<file path="config.mk">
export PLATFORM = sky130hd
export DESIGN_NAME = rob_multi_commit
export DESIGN_NICKNAME = d
export VERILOG_FILES = /design/src/rtl/rob_multi_commit.sv
export SDC_FILE = /design/constraint.sdc
export NUM_CORES = 2
export LEC_CHECK = 0
export BUFFER_PORTS_ARGS = -buffer_cell sky130_fd_sc_hd__buf_4
export CAP_MARGIN = 20
export CORE_UTILIZATION = 45
export CTS_BUF_LIST = sky130_fd_sc_hd__clkbuf_2
export CTS_CLUSTER_SIZE = 30
export DETAILED_ROUTE_END_ITERATION = 10
export PLACE_DENSITY_LB_ADDON = 0.12
export SLEW_MARGIN = 10
export SYNTH_ARGS = -nofsm -noshare
export SYNTH_HDL_FRONTEND = slang
export SYNTH_SLANG_ARGS = --single-unit
export TNS_END_PERCENT = 30
</file>
<file path="constraint.sdc">
create_clock -name clk -period 8.3 [get_ports clk]
set_clock_uncertainty 0.15 [all_clocks]
set_input_delay 0.415 -clock clk [delete_from_list [all_inputs] [get_ports clk]]
set_output_delay 0.415 -clock clk [all_outputs]
set_load 0.1 [all_outputs]
</file>
<file path="src/rtl/rob_multi_commit.sv">
// Reorder buffer: in-order allocation, out-of-order writeback, in-order retire of up to COMMIT_W entries per cycle.
// Define ROB_PERF_CNT_EN to add the perf_commit_cnt / perf_flush_cnt retirement counters.
module rob_multi_commit #(
  parameter int DEPTH      = 8,
  parameter int COMMIT_W   = 2,
  parameter int WB_PORTS   = 2,
  parameter int DATA_W     = 32,
  parameter int PHY_ADDR_W = 6,
  parameter int PC_W       = 32,
  localparam int AW        = $clog2(DEPTH)
) (
  input  logic                           clk,
  input  logic                           rst,
  input  logic                           alloc_en,
  input  logic                           alloc_has_dest,
  input  logic [PHY_ADDR_W-1:0]          alloc_dest,
  output logic [AW-1:0]                  rob_tail_ptr,
  output logic                           rob_full,
  output logic                           rob_empty,
  output logic [AW:0]                    rob_count,
  input  logic [WB_PORTS-1:0]            wb_en,
  input  logic [WB_PORTS*AW-1:0]         wb_rob_addr,
  input  logic [WB_PORTS*DATA_W-1:0]     wb_value,
  input  logic [WB_PORTS-1:0]            wb_mispredict,
  input  logic [WB_PORTS*PC_W-1:0]       wb_target,
  output logic [COMMIT_W-1:0]            phy_rf_wr_en,
  output logic [COMMIT_W*PHY_ADDR_W-1:0] phy_rf_wr_addr,
  output logic [COMMIT_W*DATA_W-1:0]     phy_rf_wr_data,
  output logic [COMMIT_W-1:0]            busy_table_wr_en,
  output logic [COMMIT_W*PHY_ADDR_W-1:0] busy_table_wr_addr,
  output logic                           mispredicted_branch,
  output logic [PC_W-1:0]                pc_to_jump
`ifdef ROB_PERF_CNT_EN
  ,
  output logic [31:0]                    perf_commit_cnt,
  output logic [31:0]                    perf_flush_cnt
`endif
);

  logic [AW:0]             head_q, head_d, tail_q, tail_d;
  logic [DEPTH-1:0]        valid_q, valid_d, done_q, done_d, mis_q, mis_d;
  logic [DEPTH-1:0]        has_dest_q, has_dest_d;
  logic [PHY_ADDR_W-1:0]   dest_q   [DEPTH];
  logic [PHY_ADDR_W-1:0]   dest_d   [DEPTH];
  logic [DATA_W-1:0]       value_q  [DEPTH];
  logic [DATA_W-1:0]       value_d  [DEPTH];
  logic [PC_W-1:0]         target_q [DEPTH];
  logic [PC_W-1:0]         target_d [DEPTH];

  logic                    full, empty;
  logic [DEPTH-1:0]        fire_mask;
  logic [AW:0]             commit_cnt;
  logic                    flush;
  logic [PC_W-1:0]         flush_target;
  logic                    chain;
  logic [AW-1:0]           slot_idx;
  logic [AW-1:0]           wb_idx;
  logic [AW-1:0]           tail_idx;

  assign full         = (head_q[AW-1:0] == tail_q[AW-1:0]) && (head_q[AW] != tail_q[AW]);
  assign empty        = (head_q == tail_q);
  assign rob_full     = full;
  assign rob_empty    = empty;
  assign rob_count    = tail_q - head_q;
  assign rob_tail_ptr = tail_q[AW-1:0];
  assign tail_idx     = tail_q[AW-1:0];

  // Retire scan: a slot fires only behind an unbroken run of completed, non-mispredicted slots.
  always_comb begin
    fire_mask          = '0;
    commit_cnt         = '0;
    flush              = 1'b0;
    flush_target       = '0;
    chain              = 1'b1;
    slot_idx           = '0;
    phy_rf_wr_en       = '0;
    phy_rf_wr_addr     = '0;
    phy_rf_wr_data     = '0;
    busy_table_wr_en   = '0;
    busy_table_wr_addr = '0;
    for (int k = 0; k < COMMIT_W; k++) begin
      slot_idx = head_q[AW-1:0] + AW'(k);
      if (chain && valid_q[slot_idx] && done_q[slot_idx]) begin
        fire_mask[slot_idx]                              = 1'b1;
        commit_cnt                                       = commit_cnt + (AW+1)'(1);
        phy_rf_wr_en[k]                                  = has_dest_q[slot_idx];
        busy_table_wr_en[k]                              = has_dest_q[slot_idx];
        phy_rf_wr_addr[k*PHY_ADDR_W +: PHY_ADDR_W]       = dest_q[slot_idx];
        busy_table_wr_addr[k*PHY_ADDR_W +: PHY_ADDR_W]   = dest_q[slot_idx];
        phy_rf_wr_data[k*DATA_W +: DATA_W]               = value_q[slot_idx];
        if (mis_q[slot_idx]) begin
          flush        = 1'b1;
          flush_target = target_q[slot_idx];
          chain        = 1'b0;
        end
      end else begin
        chain = 1'b0;
      end
    end
  end

  assign mispredicted_branch = flush;
  assign pc_to_jump          = flush_target;

  always_comb begin
    head_d     = head_q + commit_cnt;
    tail_d     = tail_q;
    valid_d    = valid_q;
    done_d     = done_q;
    mis_d      = mis_q;
    has_dest_d = has_dest_q;
    dest_d     = dest_q;
    value_d    = value_q;
    target_d   = target_q;
    wb_idx     = '0;
    if (flush) begin
      // The flush squashes everything younger than the branch, so the ROB drains to empty.
      valid_d = '0;
      done_d  = '0;
      mis_d   = '0;
      tail_d  = head_d;
    end else begin
      for (int p = 0; p < WB_PORTS; p++) begin
        wb_idx = wb_rob_addr[p*AW +: AW];
        if (wb_en[p] && valid_q[wb_idx]) begin
          done_d[wb_idx]   = 1'b1;
          mis_d[wb_idx]    = wb_mispredict[p];
          value_d[wb_idx]  = wb_value[p*DATA_W +: DATA_W];
          target_d[wb_idx] = wb_target[p*PC_W +: PC_W];
        end
      end
      valid_d = valid_d & ~fire_mask;
      done_d  = done_d & ~fire_mask;
      mis_d   = mis_d & ~fire_mask;
      if (alloc_en && !full) begin
        valid_d[tail_idx]    = 1'b1;
        done_d[tail_idx]     = 1'b0;
        mis_d[tail_idx]      = 1'b0;
        has_dest_d[tail_idx] = alloc_has_dest;
        dest_d[tail_idx]     = alloc_dest;
        tail_d               = tail_q + (AW+1)'(1);
      end
    end
  end

  always_ff @(posedge clk) begin
    if (rst) begin
      head_q     <= '0;
      tail_q     <= '0;
      valid_q    <= '0;
      done_q     <= '0;
      mis_q      <= '0;
      has_dest_q <= '0;
    end else begin
      head_q     <= head_d;
      tail_q     <= tail_d;
      valid_q    <= valid_d;
      done_q     <= done_d;
      mis_q      <= mis_d;
      has_dest_q <= has_dest_d;
    end
  end

  // Payload storage is qualified by the valid/done bits, so it needs no reset.
  always_ff @(posedge clk) begin
    dest_q   <= dest_d;
    value_q  <= value_d;
    target_q <= target_d;
  end

`ifdef ROB_PERF_CNT_EN
  logic [31:0] perf_commit_cnt_q, perf_commit_cnt_d;
  logic [31:0] perf_flush_cnt_q, perf_flush_cnt_d;

  always_comb begin
    perf_commit_cnt_d = perf_commit_cnt_q + 32'(commit_cnt);
    perf_flush_cnt_d  = perf_flush_cnt_q + 32'(flush);
  end

  always_ff @(posedge clk) begin
    if (rst) begin
      perf_commit_cnt_q <= '0;
      perf_flush_cnt_q  <= '0;
    end else begin
      perf_commit_cnt_q <= perf_commit_cnt_d;
      perf_flush_cnt_q  <= perf_flush_cnt_d;
    end
  end

  assign perf_commit_cnt = perf_commit_cnt_q;
  assign perf_flush_cnt  = perf_flush_cnt_q;
`endif

endmodule

</file>
==> Yosys cells after proc, flatten, opt, wreduce, memory -nomap -nowiden <==
Cells that the tools add are included.
{ "totals": {"regBits": 600, "output_inout_bits": 134, "elab_cells": 193} }
{ "op_classes": {"n_addsub": 5, "order_cmp": 18, "eq_ne": 3, "muxes": 101, "n_bitwise": 17, "n_reduce_logical": 19} }
{ "ops": {"columns": ["op", "count"], "rows": [
  ["256-bit two-way mux", 6],
  ["256-bit bitwise mux", 4],
  ["32-bit two-way mux", 16],
  ["32-bit binary-select mux with 3-bit select", 4],
  ["32-bit demux with 3-bit select", 2],
  ["8-bit two-way mux", 13],
  ["48-bit bitwise mux", 1],
  ["6-bit two-way mux", 7],
  ["8-bit bitwise AND", 5],
  ["6-bit binary-select mux with 3-bit select", 2],
  ["8-bit bitwise OR", 4],
  ["1-bit binary-select mux with 3-bit select", 10],
  ["8-bit bitwise mux", 3],
  ["1-bit two-way mux", 24],
  ["4-bit greater-or-equal comparator (second input constant)", 5],
  ["3-bit by 4-bit less-than comparator with 1-bit output (second input constant)", 5],
  ["3-bit NOT with 4-bit output", 5],
  ["6-bit demux with 3-bit select", 1],
  ["8-bit NOT", 2],
  ["1-bit demux with 3-bit select", 5],
  ["3-bit by 1-bit greater-or-equal comparator with 1-bit output (second input constant)", 5],
  ["1-bit logical AND", 15],
  ["4-bit by 1-bit less-than comparator with 1-bit output (second input constant)", 3],
  ["4-bit two-way mux", 3],
  ["12 further kinds", 13]
]} }

==> Depth between registers and ports, before layout <==
{ "depth": {"depth_word": 14, "ltp_mapped": 17} }

==> Worst setup path after synthesis <==
Ideal clock, no wire load.
{ "synth_path": {"kind": "reg2out", "start": "reg head_q[0]", "end": "out mispredicted_branch", "arrival_ps": 10629, "setup_slack_ps": -2894, "stages_incl_launch_ff": 9, "path_cell_list": "dfxtp_1 ha_1 buf_2 inv_1 mux4_2 a21boi_2 or2_2 buf_2 inv_1"} }
{ "synth_via": {"elab_chain_cells": 7, "word_cells_on_any_way": 22} }
{ "synth_rtl": {"columns": ["item", "line", "text"], "rows": [
  ["from (decl)", "40", "logic [AW:0] head_q, head_d, tail_q, tail_d;"],
  ["from (signal assigned)", "148", "head_q <= '0;"],
  ["from (signal assigned)", "155", "head_q <= head_d;"],
  ["branches (longest 6 deep; another with 3-bit by 1-bit adder with 3-bit output)", null, null],
  ["1-bit two-way mux (*)", "83", "if (chain && valid_q[slot_idx] && done_q[slot_idx]) begin"],
  ["to (decl)", "31", "output logic mispredicted_branch,"]
]} }
Mark *: on every way between the ends. The select of a mux whose other input is x is not followed.

==> Worst setup path in the final report <==
{ "layout_path": {"start": "reg head_q[2]", "end": "out pc_to_jump[31]"} }
{ "layout_via": {"elab_chain_cells": 8, "word_cells_on_any_way": 30} }
{ "layout_rtl": {"columns": ["item", "line", "text"], "rows": [
  ["branches (longest 7 deep; another with 3-bit by 1-bit adder with 3-bit output)", null, null],
  ["32-bit two-way mux (*)", "83", null],
  ["to (decl)", "32", "output logic [PC_W-1:0] pc_to_jump"]
]} }
Marks and branches as above.

==> impl_metrics.yaml <==
outcome:
  status: "complete, no violations"
drt:
  drc: 0
  via_per_inst: 6.37
  routed_wl_um: 160000
  wl_per_cell_um: 28.1
  first_pass_iters: 6
  vias: 36213
  drt_iter0_drc: 4794
  ant_nets: 0
clock_network:
  root_buffer: "clkbuf_2"
  cts_sinks: 600
  cts_max_path_buffers: 3
  clkTransAtPathRegs_ps: 110
  cts_tree: "done"
  cts_setup_buffers: 0
  insertion_delay_ps: 1530
  htreeDepth: 4
  cts_buffers: 169
  post_cts_resized: 0
global_routing:
  overflow: 0
  grt_pass1_wl_um: 231000
  track_usage: 0.359
  grt_antenna_before_repair: 7
  grt_start_max_net_pins: 155
  grt_pass1_vias: 34386
timing:
  finalHoldViolCount: 0
  report.final.slew_viol_count: 0
  worst_pin_slew_ps: 1180
  rsz0062_at_grt: "no"
  min_period_ps: 6350
  fin_ws_ps: 1950
  max_slew_margin: 0.211
  max_freq_ghz: 0.158
  finalSetupViolCount: 0
  fin_crit_sh: 0.765
  timing.setup.tns_ps: 0
finish:
  final_cell_mix: "mux2i_1 (595), edfxtp_1 (560), nand2_1 (483)"
  area_delta_synth_final_pct: 19.7
  drive_above_1_share: 0.174
  fill_cells: 7839
  nNetsFinal: 4558
  final_common_cell: "mux2i_1"
synth:
  synth.yosys.seq_area_share: 0.454
  synthArstFlopShare: 0
  yosys_warnings: 0
  synth.avg_cell_area_um2: 9.73
  synth-edff-count: 560
  netlist_area_mm2: 0.0388
  yosysUniqueCellTypes: 75
  ys_ff_latch: 600
  synth_nets: 4143
  synth_top_flop_cell: "edfxtp_1"
  synthCells: 3985
worst_hold_path:
  hp-start: "wb_target[19]"
  whs_path_depth: 5
  hold-path-endpoint: "target_q[147]"
  hp-class: "primary input to register"
placed_design:
  gp_congestion: 0.871
  dpl.hpwl_um: 86500
  place_ws_ps: 3390
  portBuffers: 281
worst_setup_path:
  path_max_fanout: 154
  crit_top_cell: "buf_4"
  startpoint: "head_q[2]"
  rr_worst_depth: 7
  required_ps: 7740
  r2r_slack_ps: 3310
  crit_type: "register to output port"
  r2r_end: "value_q[106]"
  worstPathCellList: "buf_4 > xor2_4 > buf_12 > nand2_1 > nor2_1 > a311oi_1 > o22ai_1 > buf_4"
  cp_num_cells: 8
  cp_top_family: "buffers and inverters"
  critPathLaunchType: "register"
  slowest_delay_ps: 840
  r2r_start: "head_q[0]"
  slowest_stage: "nand2_1"
  worst-path-buf-inv: 3
  cp.arrival_ps: 5780
  critPathCaptureType: "output port"
floorplanning:
  die_x_um: 296
  die_area_mm2: 0.0873
  coreArea_mm2: 0.0853
  fp.dieH_um: 296
  rows: 107
  start_util: 0.455
  pin_count: 282
pwr:
  ir_drop_uv: 132
  p_leak_nw: 19.6
  p_per_area_mw_per_mm2: 196
job:
  drv_cap: 0
## per-stage QoR
| stage | cell area, µm² | power (mW) | util | instances | hold slack, ps |
|---|---|---|---|---|---|
| finish | 46400 | 9.12 | 0.544 | 5689 | 209 |
| global route | 46400 | 9.56 | 0.544 | 5683 | 181 |
| CTS | 46300 | 9.08 | 0.543 | 5674 | 98.1 |
| detailed placement | 41100 | 6.50 | 0.482 | 5003 | 324 |
| global placement | 41000 | 6.45 | 0.481 | 5001 | 323 |
| floorplan | 38800 | 5.97 | - | 3985 | 292 |
## how the worst max path moves through the flow
| stage | to | slack (ps) |
|---|---|---|
| floorplan | mispredicted_branch | 720 |
| global placement | tail_q[2] | 3410 |
| detailed placement | value_q[11] | 3390 |
| CTS | mispredicted_branch | 1920 |
| global route | mispredicted_branch | 1780 |
| finish | pc_to_jump[31] | 1950 |
## layout make-up
cell class | count | area, µm² | share of cell area
antenna | 12 | 30.0 | 0.000647
clock buffer | 254 | 1270 | 0.0274
clock inverter | 50 | 323 | 0.00695
inverter | 27 | 104 | 0.00224
multi-input combinational | 2877 | 19200 | 0.413
sequential | 600 | 17600 | 0.380
tap | 1144 | 1430 | 0.0308
timing repair buffer | 725 | 6490 | 0.140
## sequential cells by signal, summed over array words and instances (netlist names)
name,count
target_q,256
value_q,256
dest_q,48
done_q,8
has_dest_q,8
mis_q,8
valid_q,8
head_q,4
tail_q,4
## cell usage after synthesis, drive strengths merged, types with 35 or more instances
master	number	share of area
o22ai	205	0.033
clkbuf	196	0.019
buf	285	0.036
dfxtp	40	0.021
mux4	40	0.023
a21oi	325	0.042
a221oi	92	0.021
o21ai	317	0.041
mux2	64	0.019
edfxtp	560	0.43
nor2	393	0.038
or4	36	0.0070
mux2i	595	0.15
nand2	491	0.048
nor3	35	0.0046
## cell families after synthesis
logic type | Yosys count | share of synthesized area
muxes | 699 | 0.195
buffers and inverters | 508 | 0.0575
xor gates and xnor gates | 10 | 0.00226
adders and majority gates | 10 | 0.00361
DFF | 600 | 0.454
and+or+nand+nor | 1047 | 0.113
AOI/OAI and AO/OA | 1111 | 0.174
## metal layers
metal | global-route usage | routed length (µm) | vias up
met5 | 0 | 41 | -
met4 | 0.165 | 6770 | 6
met3 | 0.0781 | 17100 | 435
met2 | 0.564 | 73400 | 2440
met1 | 0.472 | 62400 | 17444
li1 | - | - | 15888
## report_power, final
part | leakage, nW | internal [mW] | switching [mW] | total, mW
clock | 1.21 | 0.907 | 1.46 | 2.37
sequential | 5.35 | 4.25 | 0.664 | 4.92
combinational | 13.0 | 1.05 | 0.784 | 1.83
## what timing repair did
item	4_1_cts	5_1_grt
endpoints found under the setup margin	0	0
hold buffers	367	0
endpoints found under the hold margin	648	0
## worst min-delay path, delay by kind of cell
| family | cells | cell delay, ps |
|---|---|---|
| muxes | 1 | 60 |
| AOI/OAI and AO/OA | 1 | 120 |
| buffers and inverters | 3 | 1200 |
Power figures use the tool's default switching activity.
